<file path="src/rtl/uart_pkg.sv">
// Shared frame constants and state encodings for the 8N1 UART transceiver.
package uart_pkg;

  localparam int unsigned DATA_BITS  = 8;
  localparam int unsigned FRAME_BITS = 10;
  localparam logic        IDLE_LEVEL = 1'b1;

  typedef enum logic [1:0] {
    RX_IDLE,
    RX_START,
    RX_DATA,
    RX_STOP
  } rx_state_t;

  typedef enum logic {
    TX_IDLE,
    TX_SHIFT
  } tx_state_t;

endpackage

</file>
<file path="src/rtl/uart_bit_timer.sv">
// Symbol-period counter: Clear restarts the period; SymbolEdge marks the last cycle
// of a bit period, Sample marks the mid-bit sampling point.
module uart_bit_timer #(
  parameter int unsigned SymbolEdgeTime = 434
) (
  input  logic Clock,
  input  logic Reset,
  input  logic Clear,
  output logic SymbolEdge,
  output logic Sample
);

  localparam int unsigned SampleTime = SymbolEdgeTime / 2;
  localparam int unsigned CountWidth = $clog2(SymbolEdgeTime + 1);

  logic [CountWidth-1:0] count;

  always_ff @(posedge Clock or posedge Reset) begin
    if (Reset) begin
      count <= '0;
    end else if (Clear || SymbolEdge) begin
      count <= '0;
    end else begin
      count <= count + CountWidth'(1);
    end
  end

  assign SymbolEdge = (count == CountWidth'(SymbolEdgeTime - 1));
  assign Sample     = (count == CountWidth'(SampleTime - 1));

endmodule

</file>
<file path="src/rtl/uart_transceiver.sv">
// Full-duplex 8N1 UART with ready/valid byte interfaces.
// Define UART_RX_SYNC_EN to pass SIn through a 2-flop synchroniser before the receiver.
module uart_transceiver
  import uart_pkg::*;
#(
  parameter int unsigned ClockFreq = 50_000_000,
  parameter int unsigned BaudRate  = 115_200
) (
  input  logic       Clock,
  input  logic       Reset,
  input  logic [7:0] DataIn,
  input  logic       DataInValid,
  output logic       DataInReady,
  output logic [7:0] DataOut,
  output logic       DataOutValid,
  input  logic       DataOutReady,
  input  logic       SIn,
  output logic       SOut
);

  localparam int unsigned SymbolEdgeTime = ClockFreq / BaudRate;

  logic rxIn;

`ifdef UART_RX_SYNC_EN
  logic [1:0] rxSync;

  always_ff @(posedge Clock or posedge Reset) begin
    if (Reset) begin
      rxSync <= '1;
    end else begin
      rxSync <= {rxSync[0], SIn};
    end
  end

  assign rxIn = rxSync[1];
`else
  assign rxIn = SIn;
`endif

  // Transmitter
  tx_state_t            txState;
  logic [DATA_BITS:0]   txShift;
  logic [3:0]           txBitCount;
  logic                 txClear;
  logic                 txEdge;
  logic                 txSampleUnused;

  assign txClear = (txState == TX_IDLE);

  uart_bit_timer #(
    .SymbolEdgeTime(SymbolEdgeTime)
  ) txTimer (
    .Clock     (Clock),
    .Reset     (Reset),
    .Clear     (txClear),
    .SymbolEdge(txEdge),
    .Sample    (txSampleUnused)
  );

  always_ff @(posedge Clock or posedge Reset) begin
    if (Reset) begin
      txState     <= TX_IDLE;
      txShift     <= '1;
      txBitCount  <= '0;
      DataInReady <= 1'b1;
      SOut        <= IDLE_LEVEL;
    end else begin
      case (txState)
        TX_IDLE: begin
          if (DataInValid && DataInReady) begin
            txShift     <= {IDLE_LEVEL, DataIn};
            txBitCount  <= '0;
            DataInReady <= 1'b0;
            SOut        <= 1'b0;
            txState     <= TX_SHIFT;
          end
        end
        TX_SHIFT: begin
          // txShift carries the data bits followed by the stop bit
          if (txEdge) begin
            if (txBitCount == 4'(FRAME_BITS - 1)) begin
              txState     <= TX_IDLE;
              DataInReady <= 1'b1;
              SOut        <= IDLE_LEVEL;
            end else begin
              SOut       <= txShift[0];
              txShift    <= {IDLE_LEVEL, txShift[DATA_BITS:1]};
              txBitCount <= txBitCount + 4'd1;
            end
          end
        end
        default: txState <= TX_IDLE;
      endcase
    end
  end

  // Receiver
  rx_state_t            rxState;
  logic [DATA_BITS-1:0] rxShift;
  logic [2:0]           rxBitCount;
  logic                 rxClear;
  logic                 rxSample;
  logic                 rxEdgeUnused;

  assign rxClear = (rxState == RX_IDLE);

  uart_bit_timer #(
    .SymbolEdgeTime(SymbolEdgeTime)
  ) rxTimer (
    .Clock     (Clock),
    .Reset     (Reset),
    .Clear     (rxClear),
    .SymbolEdge(rxEdgeUnused),
    .Sample    (rxSample)
  );

  always_ff @(posedge Clock or posedge Reset) begin
    if (Reset) begin
      rxState      <= RX_IDLE;
      rxShift      <= '0;
      rxBitCount   <= '0;
      DataOut      <= '0;
      DataOutValid <= 1'b0;
    end else begin
      if (DataOutValid && DataOutReady) begin
        DataOutValid <= 1'b0;
      end
      case (rxState)
        RX_IDLE: begin
          if (!rxIn) begin
            rxState <= RX_START;
          end
        end
        RX_START: begin
          if (rxSample) begin
            if (rxIn) begin
              rxState <= RX_IDLE;
            end else begin
              rxBitCount <= '0;
              rxState    <= RX_DATA;
            end
          end
        end
        RX_DATA: begin
          if (rxSample) begin
            rxShift    <= {rxIn, rxShift[DATA_BITS-1:1]};
            rxBitCount <= rxBitCount + 3'd1;
            if (rxBitCount == 3'(DATA_BITS - 1)) begin
              rxState <= RX_STOP;
            end
          end
        end
        RX_STOP: begin
          // A completed frame overrides the consume clear above; it is dropped on overrun
          if (rxSample) begin
            rxState <= RX_IDLE;
            if (!DataOutValid || DataOutReady) begin
              DataOut      <= rxShift;
              DataOutValid <= 1'b1;
            end
          end
        end
        default: rxState <= RX_IDLE;
      endcase
    end
  end

endmodule

</file>
<file path="config.mk">
export PLATFORM = sky130hd
export DESIGN_NAME = uart_transceiver
export DESIGN_NICKNAME = d
export VERILOG_FILES = /design/src/rtl/uart_pkg.sv /design/src/rtl/uart_bit_timer.sv /design/src/rtl/uart_transceiver.sv
export SDC_FILE = /design/constraint.sdc
export NUM_CORES = 1
export LEC_CHECK = 0
export BUFFER_PORTS_ARGS = -buffer_cell sky130_fd_sc_hd__buf_2
export CORE_MARGIN = 1
export CORE_UTILIZATION = 40
export CTS_CLUSTER_DIAMETER = 100
export DETAILED_ROUTE_END_ITERATION = 8
export PLACE_DENSITY = 0.71
export SLEW_MARGIN = 20
export SYNTH_ARGS = -nofsm -noshare
export SYNTH_HDL_FRONTEND = slang
export SYNTH_HIERARCHICAL = 1
export SYNTH_SLANG_ARGS = --single-unit
</file>
<file path="constraint.sdc">
create_clock -name Clock -period 1.9 [get_ports Clock]
set_input_delay 0 -clock Clock [delete_from_list [all_inputs] [get_ports Clock]]
set_output_delay 0 -clock Clock [all_outputs]
set_load 0.02 [all_outputs]
</file>
==> results_dict.tcl, run 1 <==
set metrics [dict create \
    status "finished, final reports clean" \
    path_class "flip-flop to flip-flop" \
    core_area_mm2 0.00635 \
    use_met1_pct 16.9 \
    clkPwrFrac_pct 27.4 \
    worstHoldStart "DataIn[2]" \
    drt_drc_violations_left 0 \
    path_clk_slew_ns 0.11 \
    ios 24 \
    intPower_uw 1770 \
    syn_inst 227 \
    gp_congestion 0.743 \
    end_kind "flip-flop" \
    antenna_found_initial 0 \
    max_stage_delay_ns 0.41 \
    synth_area_mm2 0.00263 \
    cp_top_family "flip-flops" \
    drt_iter0_drc 62 \
    tightestPinTransition_ns 0.534 \
    vias 1766 \
    die_y_um 83.0 \
    diodes 0 \
    grt_max_degree 38 \
    drv_cap 0 \
    numCtsBuffers 5 \
    fill_cells 573 \
    comb_power_share_pct 18.5 \
    wire_per_inst_um 12.6 \
    finClkSkew_ns 0.00429 \
    rr_startpoint "rxTimer/count[1]" \
    grt_util_met3_pct 3.58 \
    setup_tns_ns 0 \
    fmax_mhz 568 \
    register_area_mm2 0.00139 \
    grtUsageTotal_pct 13.8 \
    ant_nets 0 \
    seqPwrFrac_pct 54.1 \
    whs_ns 0.0260 \
    avgSynthCellArea_um2 11.6 \
    root_buffer "clkbuf_8" \
    power_switching_uw 732 \
    dp_hpwl_um 3090 \
    fin_nets 293 \
    relSlewSlack_pct 64.3 \
    path_buf_inv 1 \
    drt-total-wl_um 4380 \
    crit_chain "inv_1 -> ha_1 -> nand3_1 -> nor2_2 -> nand3_1 -> a21oi_4 -> mux2_2" \
    p_leak_uw 0.00145 \
    min_to "txShift[2]" \
    via_per_inst 5.07 \
    hp-class "primary input to flip-flop" \
    rsz0062_at_grt "true" \
    cp.required_ns 2.10 \
    final_layout_size_suffix_gt1_share_pct 36.9 \
    finalSetupViolations 0 \
    period_minus_slack_ns 1.76 \
    dieArea_mm2 0.00689 \
    fin_crit_sh_pct 92.7 \
    areaGrowthSynthToFinish_pct 16.8 \
    htree_levels 2 \
    path_max_fanout 8 \
    p_sw_share_pct 29.2 \
    start_util_pct 41.3 \
    min_path_cells 3 \
    cp_common_cell "nand3_1" \
    die_w_um 83.0 \
    crit_slowest_cell "dfrtp_1" \
    r2r_cells 7 \
    rrSetupSlack_ns 0.14 \
    use_met2_pct 24.1 \
    grt_pass1_wl_um 7890 \
    arrival_ns 1.96 \
    p_per_area_mw_per_mm2 818 \
    yosys_warnings 6 \
    busiest_layer "met2" \
    clock_tree.buffer_depth 2 \
    grt_pass1_vias 1838 \
    synth_fp_nets 250 \
    multi_input_area_mm2 0.00116 \
    timing.final.max_slew_violations 0 \
    peakVddDrop_mv 0.417 \
    timing.rr.end "DataOut[3]" \
    hold_viol 0 \
    rows 29 \
    insertion_delay_ns 0.31 \
    numClockSinks 55 \
    cts_tree "built" \
    critPathLaunch "rxTimer/count[1]" \
    startpoint_type "flip-flop" \
    gr-total-overflow 0 \
    portBuffers 23 \
    first_pass_iters 4 \
]
==> worst max-delay path by stage <==
stage                             to  slack, ns  depth (start not counted)
after floorplan           txShift[0]       0.06                          7
after global placement    DataOut[4]       0.12                          7
after detailed placement  txShift[5]       0.07                          8
after CTS                 txShift[5]       0.03                          8
after global routing      DataOut[3]      -0.01                          7
final                     DataOut[3]       0.14                          7
==> metal layers <==
metal	routed length (um)	vias to the layer above
met3	111	2
met5	0	-
met2	2130	22
met1	2120	855
met4	23	0
li1	-	887
==> flip-flops by register name, summed over array words and instances (netlist names), named ones only <==
name and cells:
txBitCount 4, DataInReady 1, rxBitCount 3, txState 1, DataOut 8, SOut 1
DataOutValid 1, rxShift 8, rxState 1, txTimer/count 9, rxTimer/count 9, txShift 8
==> through the flow <==
stage               cells  total power (uW)  cell area, um2  utilization [%]  setup WS [ns]
detailed placement    334              1820            2890             45.6         0.0656
finish                348              2510            3070             48.3          0.139
CTS                   347              2520            3040             47.9         0.0314
global route          348              2670            3070             48.3        -0.0121
floorplan             227              1650            2630                -         0.0628
global placement      334              1810            2890             45.6          0.119
==> cell usage in the layout (no fill, tap or decap), types with 2 or more instances in the layout <==
master         instances
ha_1                  10
nand2_1               13
buf_4                 13
buf_2                 23
nand4_1                3
dfrtp_1               45
o21ai_0               13
nor2_1                16
o221a_2                8
clkbuf_8               5
nand3_1                9
or2_2                  7
xor2_1                 4
mux2_2                17
mux2i_1                2
or3_1                  8
dfstp_2               10
xnor2_1                2
inv_1                 15
a21oi_1               13
dlygate4sd3_1          5
==> worst reg2reg max path, stage by stage (launching register included) <==
cell and delay [ns]:
dfrtp_1 0.41, inv_1 0.08, ha_1 0.14, nand3_1 0.08, nor2_2 0.12, nand3_1 0.14, a21oi_4 0.29, mux2_2 0.38
==> power groups by stage <==
stage / Combinational [uW] / Sequential (uW) / Clock [uW]
4_1_cts: 454 / 1360 / 712
3_5_place_dp: 443 / 1380 / 0
2_1_floorplan: 254 / 1400 / 0
6_report: 465 / 1360 / 687
5_1_grt: 540 / 1370 / 762
3_3_place_gp: 432 / 1370 / 0
==> final cells by class <==
cell class                      count  share of cell area, %
Tap cell                           77                   3.14
Sequential cell                    55                   45.3
Clock inverter                      3                  0.898
Clock buffer                        5                   2.24
Inverter                           15                   1.84
Multi-Input combinational cell    152                   38.0
Timing Repair Buffer               41                   8.57
==> timing repair <==
action	4_1_cts	5_1_grt
gates resized for setup	0	4
hold endpoints to repair	49	0
setup endpoints to repair	0	21
hold buffers	5	0
setup buffers	0	1
Note: power is estimated with default switching activity, not from simulation.
==> run 2, diff against run 1 <==
Settings changed: BUFFER_PORTS_ARGS -buffer_cell sky130_fd_sc_hd__buf_2 to -buffer_cell sky130_fd_sc_hd__buf_4, HOLD_SLACK_MARGIN set to 0.06, SYNTH_HIERARCHICAL 1 to not set.
==> run 2 against run 1 <==
Flip-flop and latch count did not move. Non-clock buffer count is 3 higher. Synthesized area is 0.19% lower. Sequential share of layout area down 1.5 points. Clock skew rose by 0.0039 ns. Fmax up 0.22%. Die area down 0.19%. Critical endpoint is now DataOut[6].
==> results_dict.tcl, run 2 <==
set metrics [dict create \
    diodes 0 \
    peakVddDrop_mv 0.421 \
    synth_area_mm2 0.00262 \
    finalNonFillerCells 351 \
    p_leak_uw 0.00141 \
    yosys_register_bits 55 \
    fill_cells 555 \
    insertion_delay_ns 0.31 \
    synth.largest_area_cell "dfrtp_1" \
    die_w_um 82.9 \
    startpoint_type "flip-flop" \
    fmax_mhz 569 \
    layout_common_cells "45 x dfrtp_1, 31 x buf_4, 29 x nor2_1" \
    rows 29 \
    p_per_area_mw_per_mm2 735 \
    status "finished, final reports clean" \
    place_ws_ns 0.124 \
    synth-xor-area-share_pct 5.01 \
    fin_crit_sh_pct 92.5 \
    synth_fp_nets 250 \
    syn_inst 228 \
    path_max_fanout 8 \
    grt_pass1_vias 1766 \
    synth_edf_count 0 \
    ys_top_cells_by_area "dfrtp_1 43%, dfstp_2 10%, mux2_2 6.9%" \
    die_y_um 82.9 \
    synth_compound_area_share_pct 6.92 \
    clock_tree.buffer_depth 2 \
    synth_seq_area_share_pct 53.0 \
    synth_async_sr_flop_share_pct 100 \
    ios 24 \
    dp_hpwl_um 3070 \
    period_minus_slack_ns 1.76 \
    path_clk_slew_ns 0.11 \
    drv_cap 0 \
    synthAdderAreaFrac_pct 4.30 \
    ys.flop_type "dfrtp_1" \
    post_cts_buffers 0 \
    portBuffers 23 \
    drt_iter0_drc 50 \
    setup_tns_ns 0 \
    postLayoutCellArea_mm2 0.00317 \
    synthMostInstantiatedCell "dfrtp_1" \
    yosys-top-cells-count "45 x dfrtp_1, 29 x nor2_1, 17 x nand3_1" \
    first_pass_iters 4 \
    gp_congestion 0.785 \
    drt-total-wl_um 4680 \
    synth_top_family_by_area "simple AND/OR/NAND/NOR gates" \
    cts_tree "built" \
    grt_max_degree 56 \
    netlist.area_leader.share_pct 43.0 \
    start_util_pct 41.3 \
    hp-class "primary input to async pin" \
    fin_nets 295 \
    root_buffer "clkbuf_8" \
    htree_levels 2 \
    cp.required_ns 2.10 \
    antenna_found_initial 0 \
    final_common_cell "dfrtp_1" \
    grt_pass1_wl_um 8220 \
    end_kind "flip-flop" \
    place_area_mm2 0.00295 \
    wire_per_inst_um 13.3 \
    vias 1803 \
    finClkSkew_ns 0.00820 \
    numCtsBuffers 5 \
    avgSynthCellArea_um2 11.5 \
    via_per_inst 5.14 \
    path_class "flip-flop to flip-flop" \
    synth_cell_types 40 \
    gr-total-overflow 0 \
    tightestPinTransition_ns 0.316 \
    relSlewSlack_pct 78.7 \
    final_layout_size_suffix_gt1_share_pct 30.7 \
    ant_nets 0 \
    numClockSinks 55 \
    register_area_mm2 0.00139 \
    multi_input_area_mm2 0.00117 \
    hold_viol 0 \
    dp.cells 331 \
    rsz0062_at_grt "false" \
    drt_drc_violations_left 0 \
    layout_setup_ws_ns 0.143 \
    grtUsageTotal_pct 14.6 \
    yosys_warnings 0 \
    synthSimpleGateAreaFrac_pct 19.1 \
    timing.final.max_slew_violations 0 \
    dieArea_mm2 0.00688 \
    areaGrowthSynthToFinish_pct 21.0 \
    core_area_mm2 0.00635 \
    largestRegisters "rxTimer.count (9), txTimer.count (9)" \
    synthMuxAreaShare_pct 9.17 \
    finalSetupViolations 0 \
    arrival_ns 1.96 \
]
run 2: changes by cell type in the layout (fill, tap and decap cells not counted), sizes merged, moves of 3 or more:
cell | before | now
o21ai | 14 | 1
a21oi | 15 | 3
nor2 | 17 | 29
dlygate4sd3 | 5 | 12
nand3 | 10 | 17
xnor2 | 2 | 9
inv | 17 | 12
or2 | 7 | 2
buf | 36 | 32
mux2i | 2 | 6
and3 | 0 | 3
nand2b | 0 | 3
run 2: through the flow:
step           hold slack [ns]  utilization, %  power [uW]
6_report                 0.293            49.9        2330
5_1_grt                  0.308            49.9        2460
4_1_cts                  0.291            49.8        2350
3_5_place_dp            0.0779            46.4        1650
3_3_place_gp            0.0751            46.4        1640
2_1_floorplan            0.150               -        1570
run 2: area by class of cell:
cell class / count / share of cell area (%)
sequential: 55 / 43.8
multi-input combinational: 156 / 37.0
timing repair buffer: 44 / 11.8
tap: 77 / 3.04
clock buffer: 5 / 2.17
inverter: 11 / 1.30
clock inverter: 3 / 0.908
run 2: report_power, final:
group / switching, uW / internal [uW]
registers: 109 / 1240
logic: 146 / 150
clock network: 408 / 274
run 2: logic make-up (layout without fill, tap and decap cells):
| logic type | Yosys count | after routing |
|---|---|---|
| compound gates | 21 | 21 |
| xor+xnor | 15 | 15 |
| fa+ha+maj | 9 | 9 |
| buf+inv | 17 | 63 |
| flops | 55 | 55 |
| mux | 22 | 22 |
| simple gates | 89 | 89 |
run 2: layer usage:
layer	vias up	wire length (um)	GRT usage [%]	part of all wire, %
met5	-	0	0	0
met4	0	41	3.76	0.88
met3	6	124	3.18	2.7
met2	21	2230	24.1	48
met1	884	2280	19.5	49
li1	892	-	-	-
run 2: worst max-delay path, stage by stage, from the launching register on:
cell      delay [ns]
dfrtp_1         0.44
inv_1           0.07
ha_1            0.13
nand2b_1        0.13
nor4b_4         0.32
nand4b_4        0.23
mux2_2          0.33
run 2: repair_timing:
| item | CTS | global route |
|---|---|---|
| endpoints found under the hold margin | 67 | 0 |
| hold buffers | 12 | 0 |
| gates resized for setup | 0 | 1 |
| setup endpoints to repair | 0 | 7 |
run 2: worst paths after layout:
kind	from	slack, ns	cells after the start	end
setup / recovery	rxTimer.count[0]	0.14	6	DataOut[6]
hold / removal	Reset	0.29	4	txTimer.count[6]
setup reg to reg	rxTimer.count[0]	0.14	6	DataOut[6]
hold reg to reg	SOut	0.49	2	SOut
max in group asynchronous	Reset	1.32	4	txShift[7]
min in group Clock	SIn	0.48	3	rxShift[7]
